### config.mk
export PLATFORM = sky130hd
export DESIGN_NAME = edge_pattern_gen
export DESIGN_NICKNAME = d
export VERILOG_FILES = /design/src/rtl/edge_pattern_gen.sv
export SDC_FILE = /design/constraint.sdc
export NUM_CORES = 1
export LEC_CHECK = 0
export ABC_AREA = 1
export CORE_MARGIN = 1
export CORE_UTILIZATION = 50
export DETAILED_ROUTE_END_ITERATION = 12
export PLACE_DENSITY_LB_ADDON = 0.05
export SLEW_MARGIN = 20
export SYNTH_ARGS = -nofsm -noshare
export SYNTH_HDL_FRONTEND = slang
export SYNTH_SLANG_ARGS = --single-unit
### constraint.sdc
create_clock -name clk -period 2 [get_ports clk]
set_input_delay 0.4 -clock clk [delete_from_list [all_inputs] [get_ports clk]]
set_output_delay 0.4 -clock clk [all_outputs]
set_load 0.005 [all_outputs]
### src/rtl/edge_pattern_gen.sv
// Programmable square-wave generator with edge strobes and a period counter.
// Drives out high for H cycles and low for L cycles. A finite burst runs P
// periods; P = 0 runs the waveform until stop or reset.
// Optional macro EDGE_PATTERN_GEN_DUTY_CHECK_EN adds the duty_err output. It
// flags a burst whose high and low lengths differ.
module edge_pattern_gen #(
    parameter int CW = 8,
    parameter int PW = 4
) (
    input  logic          clk,
    input  logic          rst,
    input  logic          start,
    input  logic          stop,
    input  logic [CW-1:0] high_len,
    input  logic [CW-1:0] low_len,
    input  logic [PW-1:0] periods,
    output logic          out,
    output logic          reclk,
    output logic          feclk,
    output logic          busy,
    output logic          done,
`ifdef EDGE_PATTERN_GEN_DUTY_CHECK_EN
    output logic          duty_err,
`endif
    output logic [PW-1:0] period_cnt
);

    typedef enum logic [1:0] {
        IDLE = 2'd0,
        HIGH = 2'd1,
        LOW  = 2'd2,
        DONE = 2'd3
    } state_t;

    localparam logic [CW-1:0] CONE = CW'(1);
    localparam logic [PW-1:0] PONE = PW'(1);

    state_t        state_q, state_d;
    logic          out_q, out_d;
    logic          reclk_q, reclk_d;
    logic          feclk_q, feclk_d;
    logic          busy_q, busy_d;
    logic          done_q, done_d;
    logic [PW-1:0] period_cnt_q, period_cnt_d;
    logic [CW-1:0] phase_cnt_q, phase_cnt_d;
    logic [CW-1:0] high_q, high_d;
    logic [CW-1:0] low_q, low_d;
    logic [PW-1:0] periods_q, periods_d;
    logic [CW-1:0] highEff;
    logic [CW-1:0] lowEff;
    logic [PW-1:0] periodNext;

    // A zero-length phase is treated as one cycle, so every phase lasts at least one cycle.
    always_comb begin
        highEff    = (high_len == '0) ? CONE : high_len;
        lowEff     = (low_len == '0) ? CONE : low_len;
        periodNext = period_cnt_q + PONE;
    end

    // Next-state and registered-output logic. phase_cnt counts the cycles left
    // in the current phase, minus one.
    always_comb begin
        state_d      = state_q;
        out_d        = out_q;
        reclk_d      = 1'b0;
        feclk_d      = 1'b0;
        busy_d       = busy_q;
        done_d       = 1'b0;
        period_cnt_d = period_cnt_q;
        phase_cnt_d  = phase_cnt_q;
        high_d       = high_q;
        low_d        = low_q;
        periods_d    = periods_q;
        unique case (state_q)
            IDLE: begin
                out_d  = 1'b0;
                busy_d = 1'b0;
                if (start && !stop) begin
                    high_d       = highEff;
                    low_d        = lowEff;
                    periods_d    = periods;
                    period_cnt_d = '0;
                    phase_cnt_d  = highEff - CONE;
                    state_d      = HIGH;
                    out_d        = 1'b1;
                    reclk_d      = 1'b1;
                    busy_d       = 1'b1;
                end
            end
            HIGH: begin
                if (stop) begin
                    state_d = IDLE;
                    out_d   = 1'b0;
                    busy_d  = 1'b0;
                end else if (phase_cnt_q == '0) begin
                    state_d     = LOW;
                    out_d       = 1'b0;
                    feclk_d     = 1'b1;
                    phase_cnt_d = low_q - CONE;
                end else begin
                    phase_cnt_d = phase_cnt_q - CONE;
                end
            end
            LOW: begin
                if (stop) begin
                    state_d = IDLE;
                    out_d   = 1'b0;
                    busy_d  = 1'b0;
                end else if (phase_cnt_q == '0) begin
                    period_cnt_d = periodNext;
                    if ((periods_q != '0) && (periodNext == periods_q)) begin
                        state_d = DONE;
                        out_d   = 1'b0;
                        busy_d  = 1'b0;
                        done_d  = 1'b1;
                    end else begin
                        state_d     = HIGH;
                        out_d       = 1'b1;
                        reclk_d     = 1'b1;
                        phase_cnt_d = high_q - CONE;
                    end
                end else begin
                    phase_cnt_d = phase_cnt_q - CONE;
                end
            end
            DONE: begin
                state_d = IDLE;
                out_d   = 1'b0;
                busy_d  = 1'b0;
            end
            default: begin
                state_d = IDLE;
                out_d   = 1'b0;
                busy_d  = 1'b0;
            end
        endcase
    end

    // State and output registers with synchronous active-low reset.
    always_ff @(posedge clk) begin
        if (!rst) begin
            state_q      <= IDLE;
            out_q        <= 1'b0;
            reclk_q      <= 1'b0;
            feclk_q      <= 1'b0;
            busy_q       <= 1'b0;
            done_q       <= 1'b0;
            period_cnt_q <= '0;
            phase_cnt_q  <= '0;
            high_q       <= CONE;
            low_q        <= CONE;
            periods_q    <= '0;
        end else begin
            state_q      <= state_d;
            out_q        <= out_d;
            reclk_q      <= reclk_d;
            feclk_q      <= feclk_d;
            busy_q       <= busy_d;
            done_q       <= done_d;
            period_cnt_q <= period_cnt_d;
            phase_cnt_q  <= phase_cnt_d;
            high_q       <= high_d;
            low_q        <= low_d;
            periods_q    <= periods_d;
        end
    end

`ifdef EDGE_PATTERN_GEN_DUTY_CHECK_EN
    logic duty_err_q;

    // Capture the duty mismatch flag once per accepted start and hold it for the burst.
    always_ff @(posedge clk) begin
        if (!rst) begin
            duty_err_q <= 1'b0;
        end else if ((state_q == IDLE) && start && !stop) begin
            duty_err_q <= (highEff != lowEff);
        end
    end

    assign duty_err = duty_err_q;
`endif

    assign out        = out_q;
    assign reclk      = reclk_q;
    assign feclk      = feclk_q;
    assign busy       = busy_q;
    assign done       = done_q;
    assign period_cnt = period_cnt_q;

endmodule
Yosys cells after proc, flatten, opt, wreduce, memory -nomap -nowiden --
Cells that the tools add are included.
Operators by class: $add $sub $neg 5, equal/unequal tests 13, muxes and demuxes 37, bitwise operators 4, reductions and logical operators 18
Operators with widths (count):
- two-way mux 8 bit | 8
- subtractor 8 x 1 -> 8 bit, second input constant | 4
- zero test 8 bit | 3
- one-hot mux 8 bit (3 select lines) | 1
- two-way mux 1 bit | 14
- two-way mux 2 bit | 6
- two-way mux 4 bit | 3
- inequality test 3 bit, second input constant | 4
- inequality test 2 bit, second input constant | 5
- one-hot mux 1 bit (4 select lines) | 2
- one-hot mux 2 bit (4 select lines) | 1
- one-hot mux 4 bit (2 select lines) | 1
- AND reduction 3 bit | 2
- AND reduction 5 bit | 1
- adder 4 x 1 -> 4 bit, second input constant | 1
- == test 2 bit, second input constant | 2
- == test 4 bit | 1
- inverter 1 bit | 4
- AND reduction 2 bit | 2
- AND reduction 4 bit | 1
- nonzero test 4 bit | 1
- OR reduction 4 bit | 1
- nonzero test 3 bit | 1
- OR reduction 3 bit | 1
- other kinds (6) | 7
Storage, ports and cells: register bits after elaboration 39, bits of input ports 24

Depth between registers and ports, before layout --
Gate-level depths: netlist of the first run.
depth in word-level cells 7, mapped depth 14

Worst setup path after synthesis of the first run --
No wires, ideal clock.
path type register -> register, start point register period_cnt_q[0], in the netlist period_cnt[0], end point register phase_cnt_q[6], library setup time 115 ps, arrival time 1621 ps, data required time 1885 ps, slack 264 ps, stages on the path, launching flop included 11, buffers on the path 1, cells stage by stage dfxtp_1 -> ha_1 -> xor2_1 -> nor2_1 -> nand2_1 -> nor2_2 -> nand2_2 -> and2_4 -> buf_6 -> o21ai_1 -> nor2_1
On the way: cells in the longest elaborated chain, start to end 5
Ends and longest elaborated chain:
- start: declaration | line 44 | logic [PW-1:0] period_cnt_q, period_cnt_d;
- start signal: assignment | line 160 | period_cnt_q <= period_cnt_d;
- adder 4 x 1 -> 4 bit | line 57 | periodNext = period_cnt_q + PONE;
- == test 4 bit | line 111 | if ((periods_q != '0) && (periodNext == periods_q)) begin
- logical AND 1 bit | line 111
- inequality test 3 bit (no source line)
- AND reduction 5 bit (no source line)
- end signal: assignment | line 161 | phase_cnt_q <= phase_cnt_d;
- end: declaration | line 45 | logic [CW-1:0] phase_cnt_q, phase_cnt_d;
Every way passes these cells. A chain may end at the register's enable or synchronous reset.

Worst setup path in the final report of the first run --
start point register phase_cnt_q[0], end point register phase_cnt_q[6]
On the way: cells in the longest elaborated chain, start to end 4
Ends and longest elaborated chain:
- subtractor 8 x 1 -> 8 bit / zero test 8 bit (equally long branches)
- two-way mux 8 bit, on equally long branches | line 109, 95
- two-way mux 8 bit, on equally long branches | line 105, 91
- one-hot mux 8 bit (3 select lines) | line 74 | unique case (state_q)
Parallel ways exist; a longest one is shown, timed or not. The select of a mux whose other input is x is not followed.

==> results.yml, run 1 <==
outcome:
  outcome: "finished, final reports clean"
power_and_ir_drop:
  sw_frac_of_total: 0.411
  seq_power_share: 0.356
  power_switching_mw: 1.10
  p_leak_nw: 1.37
  p_int_mw: 1.58
  powerDensity_mw_per_mm2: 852
  peakVddDrop_v: 0.000412
  combPwrFrac: 0.451
  p_clk_frac: 0.193
finish:
  mostFrequentLayoutCell: "nand2_1"
  final_nets: 482
  fill_cells: 473
  area_growth_syn_to_layout_pct: 26.0
  drive_above_1_share: 0.111
  final_core_util: 0.662
  instances_no_fill: 516
  most-common-layout-cells: "nand2_1 (74), inv_1 (51), nor2_1 (48), dfxtp_1 (39), a21oi_1 (37)"
  num_antenna_cells: 0
sta:
  slew_headroom: 0.583
  fin_crit_ns: 1.85
  slew_viol_final: 0
  worstMarginPinSlew_ns: 0.624
  finalHoldViolCount: 0
  fmax_mhz: 539
  setup_viol: 0
  timing.final.crit_share: 0.927
  skew_ns: 0.0100
placement:
  io_buffers: 32
  hpwlAfterDp_mm: 4.73
  gp_congestion: 0.872
  place_inst: 509
critical_path:
  startpoint_type: "register"
  path_cells: "inv_1 > ha_2 > nand2_2 > nor2_4 > nand3_4 > nor2_2 > nand2_2 > and2_4 > o21ai_1 > nor2_1"
  crit_fanout: 14
  worstSetupEndpointType: "register"
  critPathArrivalTime_ns: 2.04
  critPathKind: "reg2reg"
  crit_required_ns: 2.19
  cpMaxStageDelayCell: "dfxtp_1"
  cp_common_cell: "nand2_2"
  cpPeakStageDelay_ns: 0.31
  reg2reg_slack_ns: 0.15
die:
  die_x_um: 72.7
  initial_core_util: 0.526
  ioPinCount: 33
  rows: 25
  die_h_um: 72.7
  die_area_mm2: 0.00529
  core_mm2: 0.00475
logic_synthesis:
  synth_cells: 394
  synth_mux_area_frac: 0
  yosysTopAreaCell: "dfxtp_1"
  yosys-top-cells-area: "dfxtp_1 (31%), nand2_1 (11%), inv_1 (8.0%), a21oi_1 (7.4%), nor2_1 (7.4%)"
  synth_nets: 427
  syn_avg_cell_area_um2: 6.34
  seq_area_frac_synth: 0.312
  synth.top_cell.area_share: 0.312
  yosysUniqueCellTypes: 31
  synth_fa_ha_area_frac: 0.0450
  synthSimpleGateAreaFrac: 0.323
  synth_compound_area_frac: 0.177
  synthXorXnorAreaFrac: 0.0385
  ys_ff_latch: 39
  synth_top_family_by_area: "simple AND/OR/NAND/NOR gates"
  synthesis.area_mm2: 0.00250
  ys.warnings.count: 0
clock_tree:
  root_buffer: "clkbuf_8"
  hold_buffers: 0
  clkTransAtPathRegs_ns: 0.07
  clk-insertion-delay-late_ns: 0.30
  post-cts-setup-buffer-count: 0
  cts_made_buffers: 5
  htreeDepth: 2
  cts.repair.resized: 0
  clock-sinks: 39
  clk_path_buf_depth: 2
  cts_tree: "yes"
grt:
  grt_max_degree: 30
  grt_pass1_vias: 2392
  grt-ovfl-total: 0
  grt_pass1_wl_mm: 10.2
  grt_usage: 0.250
  antenna_found_initial: 0
detailed_routing:
  ant_nets: 0
  vias: 2658
  vias_per_cell: 5.15
  drt_iter0_drc: 145
  drc: 0
  wirelength_mm: 6.12
  drt-pass1-iter-count: 5
  routedWlPerCell_um: 11.9
run:
  maxCapViolCount: 0
worst_hold_path:
  hold_class: "reg2reg"
==> cells in the mapped netlist <==
| master | instances |
|---|---|
| xor2_1 | 8 |
| a31oi_1 | 1 |
| nand2_2 | 2 |
| buf_2 | 3 |
| nand4_1 | 7 |
| o211ai_1 | 2 |
| o21ai_1 | 7 |
| a21oi_1 | 37 |
| clkbuf_1 | 7 |
| nand3_4 | 1 |
| inv_1 | 53 |
| clkinv_1 | 1 |
| nor4_1 | 1 |
| nor3_1 | 6 |
| nor2_1 | 49 |
| o21ai_0 | 36 |
| ha_1 | 9 |
| o21a_1 | 1 |
| nor2_4 | 1 |
| a211oi_1 | 1 |
| xnor2_1 | 3 |
| nor2_2 | 3 |
| and2_4 | 1 |
| inv_2 | 1 |
| buf_6 | 1 |
| nand3b_1 | 1 |
| dfxtp_1 | 39 |
| nand3_1 | 36 |
| nand2_1 | 74 |
| nor3_2 | 1 |
| o22ai_1 | 1 |
==> sequential cells by signal (all words and copies together) (netlist names), 2 cells and up <==
signal,cells
high_q,8
low_q,8
phase_cnt_q,8
periods_q,4
period_cnt,4
state_q,2
==> power groups by stage <==
stage | registers (mW) | clock network [mW] | logic (mW)
6_report | 0.956 | 0.517 | 1.21
4_1_cts | 0.954 | 0.531 | 1.19
3_3_place_gp | 0.970 | 0 | 1.16
3_5_place_dp | 0.969 | 0 | 1.19
5_1_grt | 0.967 | 0.570 | 1.35
2_1_floorplan | 0.954 | 0 | 0.858
==> layout make-up <==
class	count	area [um^2]	area share
repair buffers	59	523	0.166
inverters	55	206	0.0656
well taps	67	83.8	0.0266
multi-input cells	289	1470	0.468
flip-flops and latches	39	781	0.248
clock buffers	5	68.8	0.0219
clock inverters	2	13.8	0.00437
==> path summary, 6_finish.rpt <==
path | start | endpoint | depth (start not counted)
setup reg to reg | phase_cnt_q[0] | phase_cnt_q[6] | 10
setup / recovery | phase_cnt_q[0] | phase_cnt_q[6] | 10
hold / removal | out | out | 2
hold reg to reg | out | out | 2
==> per-layer routing <==
metal,up-vias,wire length (um),track usage
met2,76,2960,0.444
met4,0,172,0.105
li1,1394,-,-
met5,-,0,0
met3,16,192,0.0401
met1,1172,2790,0.297
==> stage by stage <==
stage | cell area, um^2 | hold WS (ns) | setup WS, ns | power [mW] | setup TNS, ns
floorplan | 2500 | 0.443 | 0.264 | 1.81 | 0
global placement | 3050 | 0.451 | -0.131 | 2.13 | -0.218
detailed placement | 3050 | 0.460 | -0.193 | 2.16 | -0.370
CTS | 3140 | 0.472 | 0.106 | 2.68 | 0
global route | 3150 | 0.492 | -0.00577 | 2.89 | -0.00795
finish | 3150 | 0.467 | 0.145 | 2.68 | 0
==> worst max-delay path: cells and delay by family (launching register included) <==
kind,cells,cell delay [ns]
and+or+nand+nor,7,0.95
AOI/OAI and AO/OA,1,0.13
adders and majority gates,1,0.23
DFF,1,0.31
buffers and inverters,1,0.14
==> logic make-up after synthesis <==
logic type	count (synthesis)
compound gates	86
simple gates	183
fa+ha+maj	9
xor+xnor	11
buf+inv	66
flops	39
No activity file was read; power rests on OpenSTA's default activity.
==> inputs of run 2 (changes only) <==
Settings changed: CTS_BUF_LIST from default to sky130_fd_sc_hd__clkbuf_8.
==> results of run 2 <==
Same layout as run 1: the final DEF is identical, and so are final timing and power.
==> inputs of run 3 (changes only) <==
Settings changed: CORE_MARGIN 1 to 5.
==> run 3 against run 2 <==
Worst hold slack is essentially flat. First-iteration DRC count shrank 40%. Critical path depth grew 4. Die area grew 23%.
==> results.yml, run 3 (synthesis gave the netlist of run 1 again) <==
clock_tree:
  clock-sinks: 39
  post-cts-setup-buffer-count: 0
  cts.repair.resized: 0
  clk-insertion-delay-late_ns: 0.30
  clk_path_buf_depth: 2
  root_buffer: "clkbuf_8"
  htreeDepth: 2
  cts_tree: "yes"
  cts_made_buffers: 5
  clkTransAtPathRegs_ns: 0.08
  hold_buffers: 0
placement:
  place_inst: 509
  placed_area_mm2: 0.00305
  io_buffers: 32
  hpwlAfterDp_mm: 4.92
  gp_congestion: 0.931
  dpl_worst_slack_ns: -0.212
outcome:
  outcome: "finished, final reports clean"
power_and_ir_drop:
  total_power_mw: 2.80
  p_leak_nw: 1.38
  peakVddDrop_v: 0.000473
  powerDensity_mw_per_mm2: 884
sta:
  worstMarginPinSlew_ns: 0.671
  slew_viol_final: 0
  fin_ws_ns: 0.190
  fin_crit_ns: 1.81
  hold_ws_ns: 0.467
  fmax_mhz: 552
  setup_viol: 0
  skew_ns: 0.00463
  rsz0062_at_grt: "no"
  finalHoldViolCount: 0
  slew_headroom: 0.552
  setup_tns_ns: 0
  timing.final.crit_share: 0.905
grt:
  grt_pass1_vias: 2581
  grt_pass1_wl_mm: 11.4
  grt_max_degree: 30
  grt-ovfl-total: 0
  antenna_found_initial: 0
  grt_usage: 0.221
die:
  rows: 25
  ioPinCount: 33
  initial_core_util: 0.522
  die_h_um: 80.7
  core_mm2: 0.00479
  die_x_um: 80.7
  die_area_mm2: 0.00651
detailed_routing:
  drt_iter0_drc: 87
  routedWlPerCell_um: 12.5
  vias_per_cell: 5.17
  ant_nets: 0
  drc: 0
  drt-pass1-iter-count: 4
  vias: 2666
  wirelength_mm: 6.46
run:
  maxCapViolCount: 0
critical_path:
  crit_required_ns: 2.20
  timing.rr.start: "phase_cnt_q[0]"
  startpoint_type: "input port"
  crit_path_start: "high_len[3]"
  crit_fanout: 3
  reg2reg_slack_ns: 0.19
  critPathArrivalTime_ns: 2.01
  worstSetupEndpointType: "register"
  critPathKind: "in2reg"
finish:
  most-common-layout-cells: "nand2_1 (74), inv_1 (52), nor2_1 (49), dfxtp_1 (39), a21oi_1 (37)"
  final_core_util: 0.661
  area_growth_syn_to_layout_pct: 26.6
  num_antenna_cells: 0
  drive_above_1_share: 0.102
  mostFrequentLayoutCell: "nand2_1"
  finalInstanceArea_mm2: 0.00317
  largest_registers: "high_q (8), low_q (8), phase_cnt_q (8)"
  final_nets: 482
  instances_no_fill: 516
worst_hold_path:
  hold_class: "reg2reg"
  worstHoldStart: "out"
[run 3: critical path, stage by stage]
cell and delay, ns:
clkdlybuf4s50_1 0.42, inv_1 0.08, nand2_1 0.07, nor2_1 0.10
nand2_1 0.07, nand2_1 0.07, inv_1 0.05, ha_1 0.20
inv_1 0.10, nor2_1 0.06, o21ai_0 0.17, nand2_1 0.07
nor2_1 0.08, nor2_1 0.05
[run 3: worst paths after layout]
kind / to / cells past startpoint
worst max register to register: state_q[1] / 12
worst min-delay path: out / 2
worst min register to register: out / 2
worst max-delay path: phase_cnt_q[2] / 14
[run 3: routing by layer]
layer  vias up  global-route usage  part of all wire
met3        13              0.0448             0.040
met1      1198               0.260              0.46
met4         0              0.0828             0.022
li1       1392                   -                 -
met5         -                   0                 0
met2        63               0.392              0.48
[run 3: cell type report]
type	instances	area (um^2)
Fill cell	469	1620
Clock inverter	2	37.5
Inverter	55	206
Multi-Input combinational cell	289	1470
Tap cell	67	83.8
Timing Repair Buffer	59	523
Clock buffer	5	68.8
Sequential cell	39	781
[run 3: power by group]
part	switching [mW]	leakage [nW]	internal [mW]	total [mW]
Combinational	0.728	1.01	0.459	1.19
Clock	0.291	0.0502	0.365	0.655
Sequential	0.0815	0.320	0.876	0.957
